==> src/rtl/param_update_arbiter_if.sv <==
// Host parameter-write channel: valid/ready handshake carrying one {addr, data} write.
// The master modport is the host bridge and the slave modport is the arbiter's queue input.
interface param_update_arbiter_if #(
  parameter int ADDR_WIDTH = 10,
  parameter int DATA_WIDTH = 36
);
  logic                  host_wr_valid;
  logic                  host_wr_ready;
  logic [ADDR_WIDTH-1:0] host_wr_addr;
  logic [DATA_WIDTH-1:0] host_wr_data;

  modport master (
    output host_wr_valid,
    output host_wr_addr,
    output host_wr_data,
    input  host_wr_ready
  );

  modport slave (
    input  host_wr_valid,
    input  host_wr_addr,
    input  host_wr_data,
    output host_wr_ready
  );
endinterface

==> src/rtl/param_update_arbiter.sv <==
// Arbitrates the single-port parameter RAM between DSP reads and queued host writes.
// Host writes are committed only between frames, so each frame sees a coherent parameter set.
//   state | meaning
//   IDLE  | between frames, queued host writes may commit
//   RUN   | frame in progress, host writes are held in the queue
module param_update_arbiter #(
  parameter int PARAM_WIDTH      = 36,
  parameter int PARAM_ADDR_WIDTH = 10,
  parameter int FIFO_DEPTH       = 4
) (
  input  logic                          clk,
  input  logic                          reset,
  param_update_arbiter_if.slave         host,
  input  logic                          frame_start,
  input  logic                          frame_done,
  input  logic                          dsp_rd_en,
  input  logic [PARAM_ADDR_WIDTH-1:0]   dsp_rd_addr,
  output logic [PARAM_WIDTH-1:0]        dsp_rd_data,
  output logic                          mem_en,
  output logic                          mem_we,
  output logic [PARAM_ADDR_WIDTH-1:0]   mem_addr,
  output logic [PARAM_WIDTH-1:0]        mem_wr_data,
  input  logic [PARAM_WIDTH-1:0]        mem_rd_data,
  output logic [$clog2(FIFO_DEPTH):0]   fifo_level,
  output logic                          frame_overrun
);

  localparam int PTR_W = $clog2(FIFO_DEPTH);
  localparam int LVL_W = PTR_W + 1;

  typedef enum logic {
    IDLE = 1'b0,
    RUN  = 1'b1
  } state_t;

  state_t                      state;
  logic [PTR_W-1:0]            wr_ptr;
  logic [PTR_W-1:0]            rd_ptr;
  logic [LVL_W-1:0]            count;
  logic [PARAM_ADDR_WIDTH-1:0] addr_q [FIFO_DEPTH];
  logic [PARAM_WIDTH-1:0]      data_q [FIFO_DEPTH];

  logic                        full;
  logic                        empty;
  logic                        push;
  logic                        commit;
  logic [PARAM_ADDR_WIDTH-1:0] head_addr;
  logic [PARAM_WIDTH-1:0]      head_data;

  // Full comes from the occupancy count, since wrapped pointers alone cannot tell full from empty.
  assign full  = (count == LVL_W'(FIFO_DEPTH));
  assign empty = (count == '0);

  // Ready is not allowed to rise on a same-cycle pop, so it depends only on registered occupancy.
  assign host.host_wr_ready = !full;
  assign push               = host.host_wr_valid && !full;

  // The frame_start cycle blocks commits so a new frame never sees a write landing in its first cycle.
  assign commit = (state == IDLE) && !frame_start && !empty && !dsp_rd_en;

  assign head_addr   = empty ? '0 : addr_q[rd_ptr];
  assign head_data   = empty ? '0 : data_q[rd_ptr];
  assign dsp_rd_data = mem_rd_data;
  assign fifo_level  = count;

  always_comb begin
    mem_en      = 1'b0;
    mem_we      = 1'b0;
    mem_addr    = head_addr;
    mem_wr_data = head_data;
    if (dsp_rd_en) begin
      mem_en   = 1'b1;
      mem_addr = dsp_rd_addr;
    end else if (commit) begin
      mem_en = 1'b1;
      mem_we = 1'b1;
    end
  end

  always_ff @(posedge clk) begin
    if (push) begin
      addr_q[wr_ptr] <= host.host_wr_addr;
      data_q[wr_ptr] <= host.host_wr_data;
    end
  end

  always_ff @(posedge clk or posedge reset) begin
    if (reset) begin
      wr_ptr <= '0;
      rd_ptr <= '0;
      count  <= '0;
    end else begin
      if (push) begin
        wr_ptr <= wr_ptr + 1'b1;
      end
      if (commit) begin
        rd_ptr <= rd_ptr + 1'b1;
      end
      case ({push, commit})
        2'b10:   count <= count + 1'b1;
        2'b01:   count <= count - 1'b1;
        default: count <= count;
      endcase
    end
  end

  // Simultaneous start and done in RUN is a back-to-back frame boundary, not an overrun.
  always_ff @(posedge clk or posedge reset) begin
    if (reset) begin
      state         <= IDLE;
      frame_overrun <= 1'b0;
    end else begin
      frame_overrun <= 1'b0;
      case (state)
        IDLE: begin
          if (frame_start) begin
            state <= RUN;
          end
        end
        RUN: begin
          if (frame_start && !frame_done) begin
            frame_overrun <= 1'b1;
          end else if (frame_done && !frame_start) begin
            state <= IDLE;
          end
        end
        default: state <= IDLE;
      endcase
    end
  end

endmodule

==> src/flat_wrapper.sv <==
// flat-port wrapper written by rule: the top's interface ports become plain ports
module param_update_arbiter_flat 
#(
  parameter int PARAM_WIDTH      = 36,
  parameter int PARAM_ADDR_WIDTH = 10,
  parameter int FIFO_DEPTH       = 4
)
  (clk, reset, frame_start, frame_done, dsp_rd_en, dsp_rd_addr, dsp_rd_data, mem_en, mem_we, mem_addr, mem_wr_data, mem_rd_data, fifo_level, frame_overrun, host_host_wr_valid, host_host_wr_addr, host_host_wr_data, host_host_wr_ready);
  param_update_arbiter_if #(.ADDR_WIDTH((10)), .DATA_WIDTH((36))) host_i ();
  input  logic clk;
  input  logic reset;
  input  logic frame_start;
  input  logic frame_done;
  input  logic dsp_rd_en;
  input  logic [PARAM_ADDR_WIDTH-1:0] dsp_rd_addr;
  output logic [PARAM_WIDTH-1:0] dsp_rd_data;
  output logic mem_en;
  output logic mem_we;
  output logic [PARAM_ADDR_WIDTH-1:0] mem_addr;
  output logic [PARAM_WIDTH-1:0] mem_wr_data;
  input  logic [PARAM_WIDTH-1:0] mem_rd_data;
  output logic [$clog2(FIFO_DEPTH):0] fifo_level;
  output logic frame_overrun;
  input wire logic [$bits(host_i.host_wr_valid)-1:0] host_host_wr_valid;
  input wire logic [$bits(host_i.host_wr_addr)-1:0] host_host_wr_addr;
  input wire logic [$bits(host_i.host_wr_data)-1:0] host_host_wr_data;
  output wire logic [$bits(host_i.host_wr_ready)-1:0] host_host_wr_ready;
  assign host_i.host_wr_valid = host_host_wr_valid;
  assign host_i.host_wr_addr = host_host_wr_addr;
  assign host_i.host_wr_data = host_host_wr_data;
  assign host_host_wr_ready = host_i.host_wr_ready;
  param_update_arbiter #(.PARAM_WIDTH(PARAM_WIDTH), .PARAM_ADDR_WIDTH(PARAM_ADDR_WIDTH), .FIFO_DEPTH(FIFO_DEPTH)) u_core (.clk(clk), .reset(reset), .host(host_i), .frame_start(frame_start), .frame_done(frame_done), .dsp_rd_en(dsp_rd_en), .dsp_rd_addr(dsp_rd_addr), .dsp_rd_data(dsp_rd_data), .mem_en(mem_en), .mem_we(mem_we), .mem_addr(mem_addr), .mem_wr_data(mem_wr_data), .mem_rd_data(mem_rd_data), .fifo_level(fifo_level), .frame_overrun(frame_overrun));
endmodule
==> config.mk <==
export PLATFORM = sky130hd
export DESIGN_NAME = param_update_arbiter_flat
export DESIGN_NICKNAME = d
export VERILOG_FILES = /design/src/rtl/param_update_arbiter_if.sv /design/src/rtl/param_update_arbiter.sv /design/src/flat_wrapper.sv
export SDC_FILE = /design/constraint.sdc
export NUM_CORES = 1
export LEC_CHECK = 0
export CORE_MARGIN = 3
export CORE_UTILIZATION = 53
export CTS_CLUSTER_DIAMETER = 100
export DETAILED_ROUTE_END_ITERATION = 7
export HOLD_SLACK_MARGIN = 0.05
export PLACE_DENSITY = 0.85
export SLEW_MARGIN = 10
export SYNTH_ARGS = -nofsm -noshare
export SYNTH_HDL_FRONTEND = slang
export SYNTH_SLANG_ARGS = --single-unit
==> constraint.sdc <==
create_clock -name clk -period 6.05 [get_ports clk]
set_input_delay 0.605 -clock clk [delete_from_list [all_inputs] [get_ports clk]]
set_output_delay 0.605 -clock clk [all_outputs]
set_load 0.01 [all_outputs]
==> metrics <==
Area Overhead vs Synth=21.32%; Tightest Pin Transition=0.9697 ns; worst reg2reg path depth=9; Ant. Diodes=0; Setup TNS=0 ns; Leak Pwr=3.145 nW; Placed Cells=approximately 620; pwr/cell area=483.2 nW/um^2; Initial Utilization=0.5507; All-Layer GR Usage=0.1950; largest net degree at the start of global routing=between 40 and 50; min-delay worst type=input pin to async pin; layout net count=approximately 570; FF+latch count, synth=slightly below 200; num rows=43; Die Height=about 130 um; Routed Antenna Nets=0; arrival time worst endpoint=between 2 and 3 ns; share of layout cells above drive strength 1=0.2017; Worst Hold Margin=about 0.48 ns; clock sink total=193; Min Clock Period, post-route=3.453 ns; DRC=0; WL per Instance=around 23 um; initial antenna violation count=0; Final Max Tran Viols=0; Total Routed Length=roughly 15000 um; Mapped Area=between 7000 and 8000 um^2; CP startpoint kind=flip-flop; drt pass-1 iters=4; Final Hold Viols=0; H-tree levels=4; total I/O pin count=roughly 190; starting DRC count in detailed routing=between 200 and 300; maximum clock rate=around 290 MHz; Crit Path Max Fanout=48; total number of vias=3722; Cell Count, Final, Fillers Out=between 600 and 700; crit share post-route=0.5708; Post-Syn Nets=478; count of input and output buffers=roughly 110; routability congestion estimate=between 0.7 and 0.8; final setup fails=0; Setup crit end kind=output pin; CTS root buf=clkbuf_16; Remaining Overflow, GRT=0; Rel. slew slack=0.3536; RSZ-0062 raised after global routing=false; clk slew on worst S/H paths=roughly 0.070 ns; Num CTS Buffers=17; CTS tree=yes; Clock Latency Late Sink=around 0.42 ns; Die X=about 130 um; run status=finished clean; global-route wire length before repair=23310 um; r2r startpoint=u_core.fifo_level[0]; worst reg2reg endpoint=u_core.fifo_level[2]; part of the Yosys area used for sequential elements=0.7408; R2R setup slack=roughly 3.7 ns; yosys warns=0; Vias/cell=approximately 5.7; core area=~14000 um^2; Post-CTS Setup Bufs=0; Setup CP Type=flip-flop to output pin; die area=about 16000 um^2; vias in the first global route=between 4000 and 5000; Synth cell types=27; Critical Path RT=around 5.4 ns; CTS max path bufs=2; clk_skew=about 0.011 ns; max_cap viols=0; CTS Hold Buffers Added=0; cells resized by post-CTS repair=0; Avg Inst Size Synth=20.76 um^2; Syn Inst Count=374; detailed placement HPWL=8641 um; peak supply drop=0.2541 mV
## worst max path at each step
stage	startpoint	end	cells past startpoint
2_1_floorplan	u_core.fifo_level[2]	u_core.addr_q[0][0]	2
3_3_place_gp	dsp_rd_en	mem_addr[0]	5
3_5_place_dp	dsp_rd_en	mem_addr[8]	5
4_1_cts	u_core.rd_ptr[0]	mem_addr[9]	3
5_1_grt	u_core.rd_ptr[0]	mem_addr[1]	3
6_report	u_core.rd_ptr[0]	mem_addr[9]	3
## cells by family after synthesis
group           share of synthesized area
buf+inv                           0.05109
fa+ha+maj                         0.01064
xor+xnor                         0.006770
compound gates                    0.01322
mux                                0.1367
simple gates                      0.04078
flops                              0.7408
## cells in the final DEF (no fill, tap or decap), drive strengths merged
cell           instances
clkdlybuf4s50        114
xnor2                  2
and2                   1
clkinvlp               4
a21o                   1
o31ai                  1
mux4                  46
nor4                   2
nor2                   2
nor3                   1
edfxtp               184
inv                   13
or3b                   1
dfrtp                  9
and3                   5
clkbuf                17
mux2                   1
nand2b                 1
ha                     5
nor2b                 36
a22o                  10
fa                     1
xor2                   4
bufinv                 2
clkinv                 5
buf                    7
mux2i                  1
## where the power goes
part           switching (mW)  internal [mW]
registers               0.165           1.77
logic                   0.655          0.868
clock network           0.480          0.614
total                    1.30           3.25
## area by class of cell
type / instances / area [um^2]
Clock buffer: 17 / 425.4
Clock inverter: 15 / 158.9
Fill cell: 936 / 4678
Inverter: 9 / 33.78
Multi-Input combinational cell: 121 / 1625
Sequential cell: 193 / 5756
Tap cell: 180 / 225.2
Timing Repair Buffer: 121 / 1194
## cells in the mapped netlist
library cell,n,area [um^2]
a21o_1,1,7.510
a22o_1,10,87.58
and2_4,1,8.760
and3_1,5,31.28
buf_2,5,25.02
buf_4,38,285.3
buf_6,3,33.78
clkbuf_1,5,18.77
dfrtp_1,9,225.2
edfxtp_1,184,5525
fa_1,1,20.02
ha_1,5,62.56
inv_1,9,33.78
mux2_4,1,15.01
mux2i_1,1,10.01
mux4_2,46,1036
nand2b_1,1,6.260
nor2_1,1,3.750
nor2_2,1,6.260
nor2b_1,36,225.2
nor3_1,1,5.000
nor4_1,1,6.260
nor4_2,1,12.51
o31ai_1,1,7.510
or3b_4,1,11.26
xnor2_1,2,17.52
xor2_1,4,35.03
## critical path, cell delays in order, from the launching register on
cell	delay, ns
dfrtp_4	1.06
mux4_2	0.61
a22o_1	0.21
clkdlybuf4s50_1	0.51
## layer usage
metal / part of all wire / GRT usage
met4: 0.038 / 0.09842
met2: 0.50 / 0.3154
met3: 0.072 / 0.05769
met1: 0.39 / 0.2419
met5: 0 / 0
## flip-flops by register name, indices dropped and copies added (netlist names)
name                  cells
u_core.state              1
u_core.fifo_level         3
u_core.wr_ptr             2
u_core.addr_q            40
u_core.rd_ptr             2
u_core.frame_overrun      1
u_core.data_q           144
## through the flow
step	area, um^2	setup slack [ns]	total power, mW	utilization
3_5_place_dp	8833	2.893	3.516	0.6267
5_1_grt	9418	2.362	4.787	0.6681
2_1_floorplan	7762	3.772	2.834	-
4_1_cts	9418	2.495	4.617	0.6681
6_report	9418	2.597	4.551	0.6681
3_3_place_gp	8833	2.894	3.484	0.6267
Note: power is estimated with default switching activity, not from simulation.
